==> config.mk <==
export PLATFORM = sky130hd
export DESIGN_NAME = uart_command_receiver
export DESIGN_NICKNAME = d
export VERILOG_FILES = /design/src/rtl/iagc_uart_pkg.sv /design/src/rtl/uart_command_receiver_rx.sv /design/src/rtl/uart_command_receiver.sv
export SDC_FILE = /design/constraint.sdc
export NUM_CORES = 1
export LEC_CHECK = 0
export ABC_AREA = 1
export CAP_MARGIN = 15
export CORE_MARGIN = 4
export CORE_UTILIZATION = 28
export DETAILED_ROUTE_END_ITERATION = 16
export HOLD_SLACK_MARGIN = 0.1
export MAX_ROUTING_LAYER = met4
export PLACE_DENSITY = 0.55
export SYNTH_ARGS = -nofsm -noshare
export SYNTH_HDL_FRONTEND = slang
export SYNTH_HIERARCHICAL = 1
export SYNTH_SLANG_ARGS = --single-unit
==> constraint.sdc <==
create_clock -name i_clock -period 4.1 [get_ports i_clock]
set_input_delay 0.82 -clock i_clock [delete_from_list [all_inputs] [get_ports i_clock]]
set_output_delay 0.82 -clock i_clock [all_outputs]
set_load 0.05 [all_outputs]
==> src/rtl/iagc_uart_pkg.sv <==
// iagc_uart_pkg: shared constants, command codes and FSM state types for the UART command receiver
package iagc_uart_pkg;
  localparam logic [7:0] FRAME_HEADER      = 8'hA5;
  localparam logic [7:0] CMD_SET_REFERENCE = 8'h01;
  localparam logic [7:0] CMD_SET_GAIN      = 8'h02;
  localparam logic [7:0] CMD_SET_CONTROL   = 8'h03;
  localparam logic [15:0] GAIN_RESET       = 16'h0100;
  localparam logic [1:0]  CONTROL_RESET    = 2'b10;
  typedef enum logic [2:0] {P_HDR, P_CMD, P_DHI, P_DLO, P_CHK} parser_state_e;
  // RX_BREAK holds off after a framing error until the line returns high
  typedef enum logic [2:0] {RX_IDLE, RX_START, RX_DATA, RX_STOP, RX_BREAK} rx_state_e;
  function automatic logic cmd_known(input logic [7:0] c);
    return c == CMD_SET_REFERENCE || c == CMD_SET_GAIN || c == CMD_SET_CONTROL;
  endfunction
endpackage

==> src/rtl/uart_command_receiver_rx.sv <==
// uart_rx: 8N1 byte receiver with input synchronizer, mid-bit sampling and framing-error detection
module uart_rx
  import iagc_uart_pkg::*;
#(
  parameter int CLKS_PER_BIT = 10869,
  parameter int DATA_BITS    = 8
) (
  input  logic                 clk_i,
  input  logic                 rst_i,
  input  logic                 rx_i,
  output logic [DATA_BITS-1:0] data_o,
  output logic                 byte_ready_o,
  output logic                 framing_error_o
);
  localparam int CW = $clog2(CLKS_PER_BIT + 1);
  localparam int IW = $clog2(DATA_BITS);
  logic [1:0]           sync_q;
  logic                 rx;
  rx_state_e            state_q, state_d;
  logic [CW-1:0]        cnt_q, cnt_d;
  logic [IW-1:0]        idx_q, idx_d;
  logic [DATA_BITS-1:0] shift_q, shift_d;
  logic                 half_done, bit_done;
  assign rx        = sync_q[1];
  assign half_done = cnt_q == CW'(CLKS_PER_BIT / 2 - 1);
  assign bit_done  = cnt_q == CW'(CLKS_PER_BIT - 1);
  always_ff @(posedge clk_i or posedge rst_i) begin
    if (rst_i) begin
      sync_q  <= 2'b11;
      state_q <= RX_IDLE;
      cnt_q   <= '0;
      idx_q   <= '0;
      shift_q <= '0;
    end else begin
      sync_q  <= {sync_q[0], rx_i};
      state_q <= state_d;
      cnt_q   <= cnt_d;
      idx_q   <= idx_d;
      shift_q <= shift_d;
    end
  end
  always_comb begin
    state_d = state_q;
    cnt_d   = cnt_q + 1'b1;
    idx_d   = idx_q;
    shift_d = shift_q;
    case (state_q)
      RX_IDLE: begin
        cnt_d = '0;
        if (!rx) state_d = RX_START;
      end
      RX_START: if (half_done) begin
        cnt_d   = '0;
        idx_d   = '0;
        state_d = rx ? RX_IDLE : RX_DATA;
      end
      RX_DATA: if (bit_done) begin
        cnt_d   = '0;
        shift_d = {rx, shift_q[DATA_BITS-1:1]};
        idx_d   = idx_q + 1'b1;
        if (idx_q == IW'(DATA_BITS - 1)) state_d = RX_STOP;
      end
      RX_STOP: if (bit_done) begin
        cnt_d   = '0;
        state_d = rx ? RX_IDLE : RX_BREAK;
      end
      RX_BREAK: begin
        cnt_d = '0;
        if (rx) state_d = RX_IDLE;
      end
      default: state_d = RX_IDLE;
    endcase
  end
  always_comb begin
    data_o          = shift_q;
    byte_ready_o    = state_q == RX_STOP && bit_done && rx;
    framing_error_o = state_q == RX_STOP && bit_done && !rx;
  end
endmodule

==> src/rtl/uart_command_receiver.sv <==
// uart_command_receiver: parses 5-byte UART command frames into IAGC configuration registers
module uart_command_receiver
  import iagc_uart_pkg::*;
#(
  parameter int UART_CLK_FREQ       = 100_000_000,
  parameter int UART_BAUDRATE       = 9_200,
  parameter int UART_DATA_SIZE      = 8,
  parameter int AMPLITUDE_DATA_SIZE = 16,
  parameter int TIMEOUT_BITS        = 20,
  parameter logic [AMPLITUDE_DATA_SIZE-1:0] DEFAULT_REFERENCE = 16'h1000
) (
  input  logic                           i_clock,
  input  logic                           i_reset,
  input  logic                           i_rxBit,
  output logic [AMPLITUDE_DATA_SIZE-1:0] o_referenceAmplitude,
  output logic [AMPLITUDE_DATA_SIZE-1:0] o_gainOverride,
  output logic [1:0]                     o_control,
  output logic                           o_cmdValid,
  output logic                           o_frameError,
  output logic [7:0]                     o_errorCount
);
  localparam int CLKS_PER_BIT = UART_CLK_FREQ / UART_BAUDRATE;
  localparam int TO_CYCLES    = TIMEOUT_BITS * CLKS_PER_BIT;
  localparam int TW           = $clog2(TO_CYCLES + 1);
  localparam int AW           = AMPLITUDE_DATA_SIZE;
  logic [UART_DATA_SIZE-1:0] rx_data;
  logic                      byte_ready, framing_error;
  parser_state_e             state_q, state_d;
  logic [UART_DATA_SIZE-1:0] cmd_q, cmd_d, dhi_q, dhi_d, dlo_q, dlo_d;
  logic [TW-1:0]             tmo_q, tmo_d;
  logic [AW-1:0]             ref_q, ref_d, gain_q, gain_d;
  logic [1:0]                ctrl_q, ctrl_d;
  logic [7:0]                ecnt_q, ecnt_d;
  logic                      valid_q, ferr_q;
  logic                      timeout, frame_abort, frame_done, apply, err;
  uart_rx #(.CLKS_PER_BIT(CLKS_PER_BIT), .DATA_BITS(UART_DATA_SIZE)) u_rx (
    .clk_i           (i_clock),
    .rst_i           (i_reset),
    .rx_i            (i_rxBit),
    .data_o          (rx_data),
    .byte_ready_o    (byte_ready),
    .framing_error_o (framing_error)
  );
  // byteReady wins over a coincident timeout expiry
  assign timeout     = state_q != P_HDR && !byte_ready && tmo_q == TW'(TO_CYCLES - 1);
  assign frame_abort = timeout || (framing_error && state_q != P_HDR);
  always_ff @(posedge i_clock or posedge i_reset) begin
    if (i_reset) begin
      state_q <= P_HDR;
      cmd_q   <= '0;
      dhi_q   <= '0;
      dlo_q   <= '0;
      tmo_q   <= '0;
      ref_q   <= DEFAULT_REFERENCE;
      gain_q  <= AW'(GAIN_RESET);
      ctrl_q  <= CONTROL_RESET;
      ecnt_q  <= '0;
      valid_q <= 1'b0;
      ferr_q  <= 1'b0;
    end else begin
      state_q <= state_d;
      cmd_q   <= cmd_d;
      dhi_q   <= dhi_d;
      dlo_q   <= dlo_d;
      tmo_q   <= tmo_d;
      ref_q   <= ref_d;
      gain_q  <= gain_d;
      ctrl_q  <= ctrl_d;
      ecnt_q  <= ecnt_d;
      valid_q <= apply;
      ferr_q  <= err;
    end
  end
  always_comb begin
    state_d = state_q;
    cmd_d   = cmd_q;
    dhi_d   = dhi_q;
    dlo_d   = dlo_q;
    tmo_d   = (byte_ready || frame_abort || state_q == P_HDR) ? '0 : tmo_q + 1'b1;
    if (frame_abort) state_d = P_HDR;
    else if (byte_ready) begin
      case (state_q)
        P_HDR: if (rx_data == FRAME_HEADER) state_d = P_CMD;
        P_CMD: begin
          cmd_d   = rx_data;
          state_d = P_DHI;
        end
        P_DHI: begin
          dhi_d   = rx_data;
          state_d = P_DLO;
        end
        P_DLO: begin
          dlo_d   = rx_data;
          state_d = P_CHK;
        end
        default: state_d = P_HDR;
      endcase
    end
  end
  always_comb begin
    frame_done = byte_ready && state_q == P_CHK;
    apply      = frame_done && rx_data == (cmd_q ^ dhi_q ^ dlo_q) && cmd_known(cmd_q);
    err        = frame_abort || (frame_done && !apply);
    ref_d      = (apply && cmd_q == CMD_SET_REFERENCE) ? AW'({dhi_q, dlo_q}) : ref_q;
    gain_d     = (apply && cmd_q == CMD_SET_GAIN) ? AW'({dhi_q, dlo_q}) : gain_q;
    ctrl_d     = (apply && cmd_q == CMD_SET_CONTROL) ? dlo_q[1:0] : ctrl_q;
    ecnt_d     = (err && ecnt_q != 8'hFF) ? ecnt_q + 1'b1 : ecnt_q;
  end
  assign o_referenceAmplitude = ref_q;
  assign o_gainOverride       = gain_q;
  assign o_control            = ctrl_q;
  assign o_cmdValid           = valid_q;
  assign o_frameError         = ferr_q;
  assign o_errorCount         = ecnt_q;
endmodule

==> results.yml, run 1 <==
outcome:
  outcome: "complete, no violations"
routing:
  drt_first_pass_iters: 6
  wire_per_inst_um: 11.58
  drc: 0
  wirelength_um: 12720
  vias_per_cell: 4.315
  vias: 4738
  drt_iter0_drc: 304
  drtAntennaViolNets: 0
timing:
  rsz0062_at_grt: "false"
  worst_slew_pin_slew_ns: 0.8051
  finalSetupViolations: 0
  finClkSkew_ns: 0.009195
  period_share_pct: 69.48
  whs_ns: 0.3582
  slew_violations: 0
  max-slew-margin-rel_pct: 46.33
  setup_ws_ns: 1.251
  max_freq_mhz: 351.0
  fin_setup_tns_ns: 0
  min_period_ns: 2.849
  finalHoldViolCount: 0
setup_path:
  critPathMaxFanout: 32
  start_kind: "flop"
  worstSetupPathType: "flop to flop"
  cpMostUsedCell: "nand2_1"
  worst_path_largest_cell_delay_ns: 0.42
  end_kind: "flop"
  reg2reg_slack_ns: 1.25
  cp_slowest_cell: "dfrtp_1"
  cp_data_required_time_ns: 4.39
  path_cells: "inv_1 -> ha_1 -> nand4_1 -> nor2_1 -> nand2_1 -> nor3_1 -> inv_2 -> nor3_2 -> nand2_1 -> nor2_1 -> nand3_1 -> nor2_2 -> and2_4 -> nand2_4 -> nand2_1 -> o21ai_2"
  rr_startpoint: "u_rx/cnt_q[0]"
  r2r_cells: 16
  r2r_end: "o_gainOverride[14]"
  cp.arrival_ns: 3.14
logic_synthesis:
  synth_cell_types: 36
  synth-seq-area-share_pct: 48.53
  synth_nets: 766
  synth_xor_xnor_area_share_pct: 3.276
  synth_compound_area_share_pct: 8.242
  syn_area_um2: 6148
  synthAdderAreaFrac_pct: 1.425
  synthSimpleGateAreaFrac_pct: 30.10
  syn-instance-count: 756
  ys.warnings.count: 6
  ys_ff_latch: 119
  postSynthAreaPerCell_um2: 8.133
  muxShareOfSynthArea_pct: 0
  synth_top_family_by_area: "simple AND/OR/NAND/NOR gates"
clock_network:
  hold_buffers: 0
  numClockSinks: 119
  clock_latency_ns: 0.41
  post_cts_buffers: 0
  cts_root_buffer: "clkbuf_16"
  clk_pin_slew_ns: 0.05
  cts_resized: 0
  cts.path.max_buffers: 2
  h-tree-depth: 4
  numCtsBuffers: 17
  cts_tree: "yes"
global_route:
  grt_pass1_wl_um: 22340
  grt_pass1_vias: 4648
  grt_usage_pct: 11.53
  antenna_found_initial: 0
  overflow: 0
  grt_max_degree: 47
final_layout:
  nets: 820
  fill_cells: 2191
  mostFrequentLayoutCells: "nand2_1 (227), dfrtp_1 (114), inv_1 (96)"
  final_cells: 1098
  syn_to_final_growth_pct: 22.08
  drive_above_1_share_pct: 12.88
  antenna_cells: 0
  mostFrequentLayoutCell: "nand2_1"
job:
  drv_cap: 0
place:
  port_buffers: 46
  gp_congestion: 0.8294
  placed_cells: 1066
  dp_slack_ns: 1.257
  hpwl_um: 9211
floorplanning:
  num_rows: 53
  core_area_um2: 21290
  die-area_um2: 24390
  fp.dieW_um: 156.2
  die_y_um: 156.2
  ios: 47
  initial_core_util_pct: 28.88
power:
  peakVddDrop_uv: 157.5
  totalPowerFinal_uw: 2802
  p_leak_uw: 0.003500
  power_density_nw_per_um2: 373.3
hold_path:
  whs_endpoint: "u_rx/sync_q[1]"
  hold_depth: 0
  min-delay-start: "u_rx/sync_q[0]"
  hp-class: "flop to flop"
[per-layer routing]
metal / track usage, % / vias to the layer above / wire length (um)
li1: - / 2501 / -
met1: 14.59 / 2151 / 6202
met2: 18.11 / 82 / 5825
met3: 3.329 / 4 / 625
met4: 3.223 / 0 / 67
met5: - / - / 0
[stage by stage]
| stage | area (um^2) | util (%) |
|---|---|---|
| 2_1_floorplan | 6148 | - |
| 3_3_place_gp | 6864 | 32.25 |
| 3_5_place_dp | 6864 | 32.25 |
| 4_1_cts | 7506 | 35.26 |
| 5_1_grt | 7506 | 35.26 |
| 6_report | 7506 | 35.26 |
[critical path, delay by kind of cell (launching register included)]
family / cells / cell delay (ns)
and+or+nand+nor: 12 / 1.88
DFF: 1 / 0.42
buffers and inverters: 2 / 0.22
adders and majority gates: 1 / 0.13
AOI/OAI and AO/OA: 1 / 0.06
[synthesized netlist by cell type, drive strengths merged]
cell / instances / share of area, %
nand3b: 6 / 1.1
nand2: 236 / 15
nor4: 2 / 0.20
a21oi: 3 / 0.24
xnor2: 6 / 0.85
xor2: 17 / 2.4
o21bai: 1 / 0.12
nand4: 15 / 1.5
nor3: 12 / 1.3
or2: 2 / 0.20
and2: 1 / 0.14
dfstp: 5 / 2.1
nand3: 58 / 5.0
inv: 106 / 6.5
nor2: 80 / 5.4
ha: 7 / 1.4
o21ai: 70 / 7.8
clkbuf: 1 / 0.081
nor3b: 1 / 0.12
a31oi: 1 / 0.10
dfrtp: 114 / 46
buf: 12 / 1.8
[kinds of logic after synthesis]
logic type      Yosys count
compound gates           75
buf+inv                 119
xor+xnor                 23
fa+ha+maj                 7
flops                   119
simple gates            413
[power by group]
group / internal, uW / total [uW] / switching [uW] / leakage (uW)
clock network: 1060 / 1600 / 531 / 0.000298
logic: 4.78 / 29.0 / 24.2 / 0.00157
registers: 1180 / 1180 / 0.862 / 0.00163
[state kept, by name, summed over array words and instances (netlist names)]
name / cells
u_rx/data_o: 8
cmd_q: 8
u_rx/idx_q: 3
u_rx/sync_q: 2
o_frameError: 1
o_referenceAmplitude: 16
tmo_q: 18
u_rx/cnt_q: 14
dlo_q: 8
u_rx/state_q: 3
state_q: 3
o_control: 2
dhi_q: 8
o_cmdValid: 1
o_gainOverride: 16
o_errorCount: 8
[cell type report]
cell class / instances / area [um^2] / area share, %
Clock inverter: 11 / 171.4 / 2.284
Multi-Input combinational cell: 518 / 2646 / 35.26
Sequential cell: 119 / 2984 / 39.76
Clock buffer: 21 / 470.5 / 6.268
Tap cell: 275 / 344.1 / 4.584
Inverter: 106 / 401.6 / 5.351
Timing Repair Buffer: 48 / 488.0 / 6.501
[how the worst max path moves through the flow]
stage | start | depth (start not counted) | slack (ns) | to
after global placement | u_rx/cnt_q[0] | 16 | 1.34 | o_gainOverride[7]
after CTS | u_rx/cnt_q[0] | 16 | 1.24 | o_gainOverride[14]
after detailed placement | u_rx/cnt_q[0] | 16 | 1.26 | o_gainOverride[12]
after floorplan | i_reset | 1 | 0.98 | cmd_q[0]
final | u_rx/cnt_q[0] | 16 | 1.25 | o_gainOverride[14]
after global routing | u_rx/cnt_q[0] | 16 | 0.81 | o_gainOverride[6]
No activity file was read; power rests on OpenSTA's default activity.
==> inputs of run 2 (changes only) <==
==> constraint.sdc (replaced) <==
create_clock -name i_clock -period 2.65 [get_ports i_clock]
set_input_delay 0.53 -clock i_clock [delete_from_list [all_inputs] [get_ports i_clock]]
set_output_delay 0.53 -clock i_clock [all_outputs]
set_load 0.05 [all_outputs]
==> run 2 against run 1 <==
Effect of this change: first-iteration DRC count grew 9.9%; clock skew grew 0.0011 ns; non-clock buffer count grew 22; flip-flop and latch count is the same; sequential share of layout area shrank 1.9 points; final cell count grew 2.5%; critical path type unchanged; critical endpoint is now o_referenceAmplitude[11]; largest cell class unchanged.
==> results.yml, run 2 (synthesis gave the netlist of run 1 again) <==
outcome:
  outcome: "complete, no violations"
final_layout:
  mostFrequentLayoutCells: "nand2_1 (219), dfrtp_1 (114), inv_1 (94)"
  drive_above_1_share_pct: 17.41
  antenna_cells: 0
  largest_reg_flops: 18
  top_register: "tmo_q"
  nets: 847
  fill_cells: 2122
  mostFrequentLayoutCell: "nand2_1"
  syn_to_final_growth_pct: 28.35
setup_path:
  start_kind: "flop"
  cp.arrival_ns: 2.83
  worstSetupPathType: "flop to flop"
  end_kind: "flop"
  cp_data_required_time_ns: 2.99
  critPathMaxFanout: 8
clock_network:
  h-tree-depth: 4
  clock_latency_ns: 0.41
  numCtsBuffers: 17
  cts.path.max_buffers: 2
  hold_buffers: 0
  numClockSinks: 119
  clk_pin_slew_ns: 0.06
  cts_root_buffer: "clkbuf_16"
  cts_tree: "yes"
timing:
  min_period_ns: 2.495
  max-slew-margin-rel_pct: 50.22
  finalSetupViolations: 0
  slew_violations: 0
  period_share_pct: 94.15
  finalHoldViolCount: 0
  max_freq_mhz: 400.8
  finClkSkew_ns: 0.01033
  fin_setup_tns_ns: 0
  rsz0062_at_grt: "true"
  worst_slew_pin_slew_ns: 0.7459
  setup_ws_ns: 0.1549
place:
  hpwl_um: 9545
  port_buffers: 46
  gp_congestion: 0.8106
  dp_slack_ns: 0.008552
global_route:
  grt_max_degree: 33
  grt_pass1_wl_um: 23260
  grt_pass1_vias: 4777
  antenna_found_initial: 0
  grt_usage_pct: 11.98
  overflow: 0
power:
  peakVddDrop_uv: 295.8
  power_density_nw_per_um2: 566.0
  p_leak_uw: 0.003652
floorplanning:
  num_rows: 53
  initial_core_util_pct: 28.88
  fp.dieW_um: 156.2
  core_area_um2: 21290
  die-area_um2: 24390
  die_y_um: 156.2
  ios: 47
routing:
  vias: 4997
  drt_iter0_drc: 334
  drc: 0
  wirelength_um: 14190
  wire_per_inst_um: 12.61
  drtAntennaViolNets: 0
  vias_per_cell: 4.442
  drt_first_pass_iters: 5
job:
  drv_cap: 0
hold_path:
  hp-class: "flop to flop"
-- run 2: changes by cell type in the layout (fill, tap and decap cells not counted), moves of 3 or more --
cell | before | now
nand2_2 | 5 | 11
clkinvlp_4 | 5 | 2
clkbuf_8 | 3 | 0
nand2_1 | 227 | 219
nand2_8 | 0 | 5
buf_4 | 1 | 20
-- run 2: final timing paths --
| check | from | end | slack, ns | cells past startpoint |
|---|---|---|---|---|
| setup / recovery | u_rx/cnt_q[1] | o_referenceAmplitude[11] | 0.15 | 17 |
| hold / removal | u_rx/sync_q[0] | u_rx/sync_q[1] | 0.35 | 0 |
| setup reg to reg | u_rx/cnt_q[1] | o_referenceAmplitude[11] | 0.15 | 17 |
| hold reg to reg | u_rx/sync_q[0] | u_rx/sync_q[1] | 0.35 | 0 |
| max in group asynchronous | i_reset | o_referenceAmplitude[12] | 1.40 | 3 |
| min in group asynchronous | i_reset | u_rx/cnt_q[7] | 0.59 | 3 |
-- run 2: power breakdown --
part	internal [uW]	switching [uW]	leakage, uW	total (uW)
logic	12.3	40.3	0.00170	52.6
clock network	1760	830	0.000321	2590
registers	1820	1.20	0.00163	1820
-- run 2: area by class of cell --
cell class / instances / area [um^2] / area share [%]
flip-flops and latches: 119 / 2984 / 37.82
repair buffers: 70 / 681.9 / 8.641
well taps: 275 / 344.1 / 4.360
multi-input cells: 523 / 2813 / 35.64
clock inverters: 13 / 229.0 / 2.902
inverters: 106 / 406.6 / 5.153
clock buffers: 19 / 432.9 / 5.486
-- run 2: per-stage QoR --
| step | hold slack, ns | total power (uW) | area (um^2) | std cells | util (%) |
|---|---|---|---|---|---|
| 6_report | 0.3545 | 4466 | 7891 | 1125 | 37.07 |
| 5_1_grt | 0.3655 | 4625 | 7891 | 1125 | 37.07 |
| 4_1_cts | 0.3569 | 4525 | 7686 | 1115 | 36.11 |
| 3_5_place_dp | 0.3481 | 1910 | 7007 | 1083 | 32.92 |
| 3_3_place_gp | 0.3455 | 1910 | 7007 | 1083 | 32.92 |
| 2_1_floorplan | 0.3452 | 1882 | 6152 | 756 | - |
-- run 2: layer usage --
| layer | track usage (%) | share of wire (%) | vias to the layer above |
|---|---|---|---|
| met4 | 2.851 | 0.64 | 0 |
| met2 | 18.68 | 47 | 81 |
| met1 | 15.48 | 48 | 2349 |
| met3 | 3.440 | 4.3 | 10 |
| li1 | - | - | 2557 |
| met5 | - | 0 | - |
-- run 2: what timing repair did --
| item | in CTS | in global routing |
|---|---|---|
| pin swaps | 0 | 6 |
| gates cloned | 0 | 5 |
| setup buffers | 0 | 5 |
| resized for setup | 2 | 27 |
| endpoints found under the setup margin | 7 | 43 |
| endpoints found under the hold margin | 0 | 0 |
-- run 2: critical path, stage by stage (launching register included) --
cell and delay [ns]:
dfrtp_1 0.39, inv_2 0.08, ha_4 0.11, nand4_1 0.11, nor2_2 0.17, nand2_2 0.07, nor3_2 0.11, buf_4 0.15
inv_4 0.04, nor3_4 0.12, nand2_1 0.08, nor2_1 0.08, nand3_1 0.08, nor2_2 0.10, and2_4 0.23, buf_4 0.18
nand2_4 0.12, o21ai_2 0.17
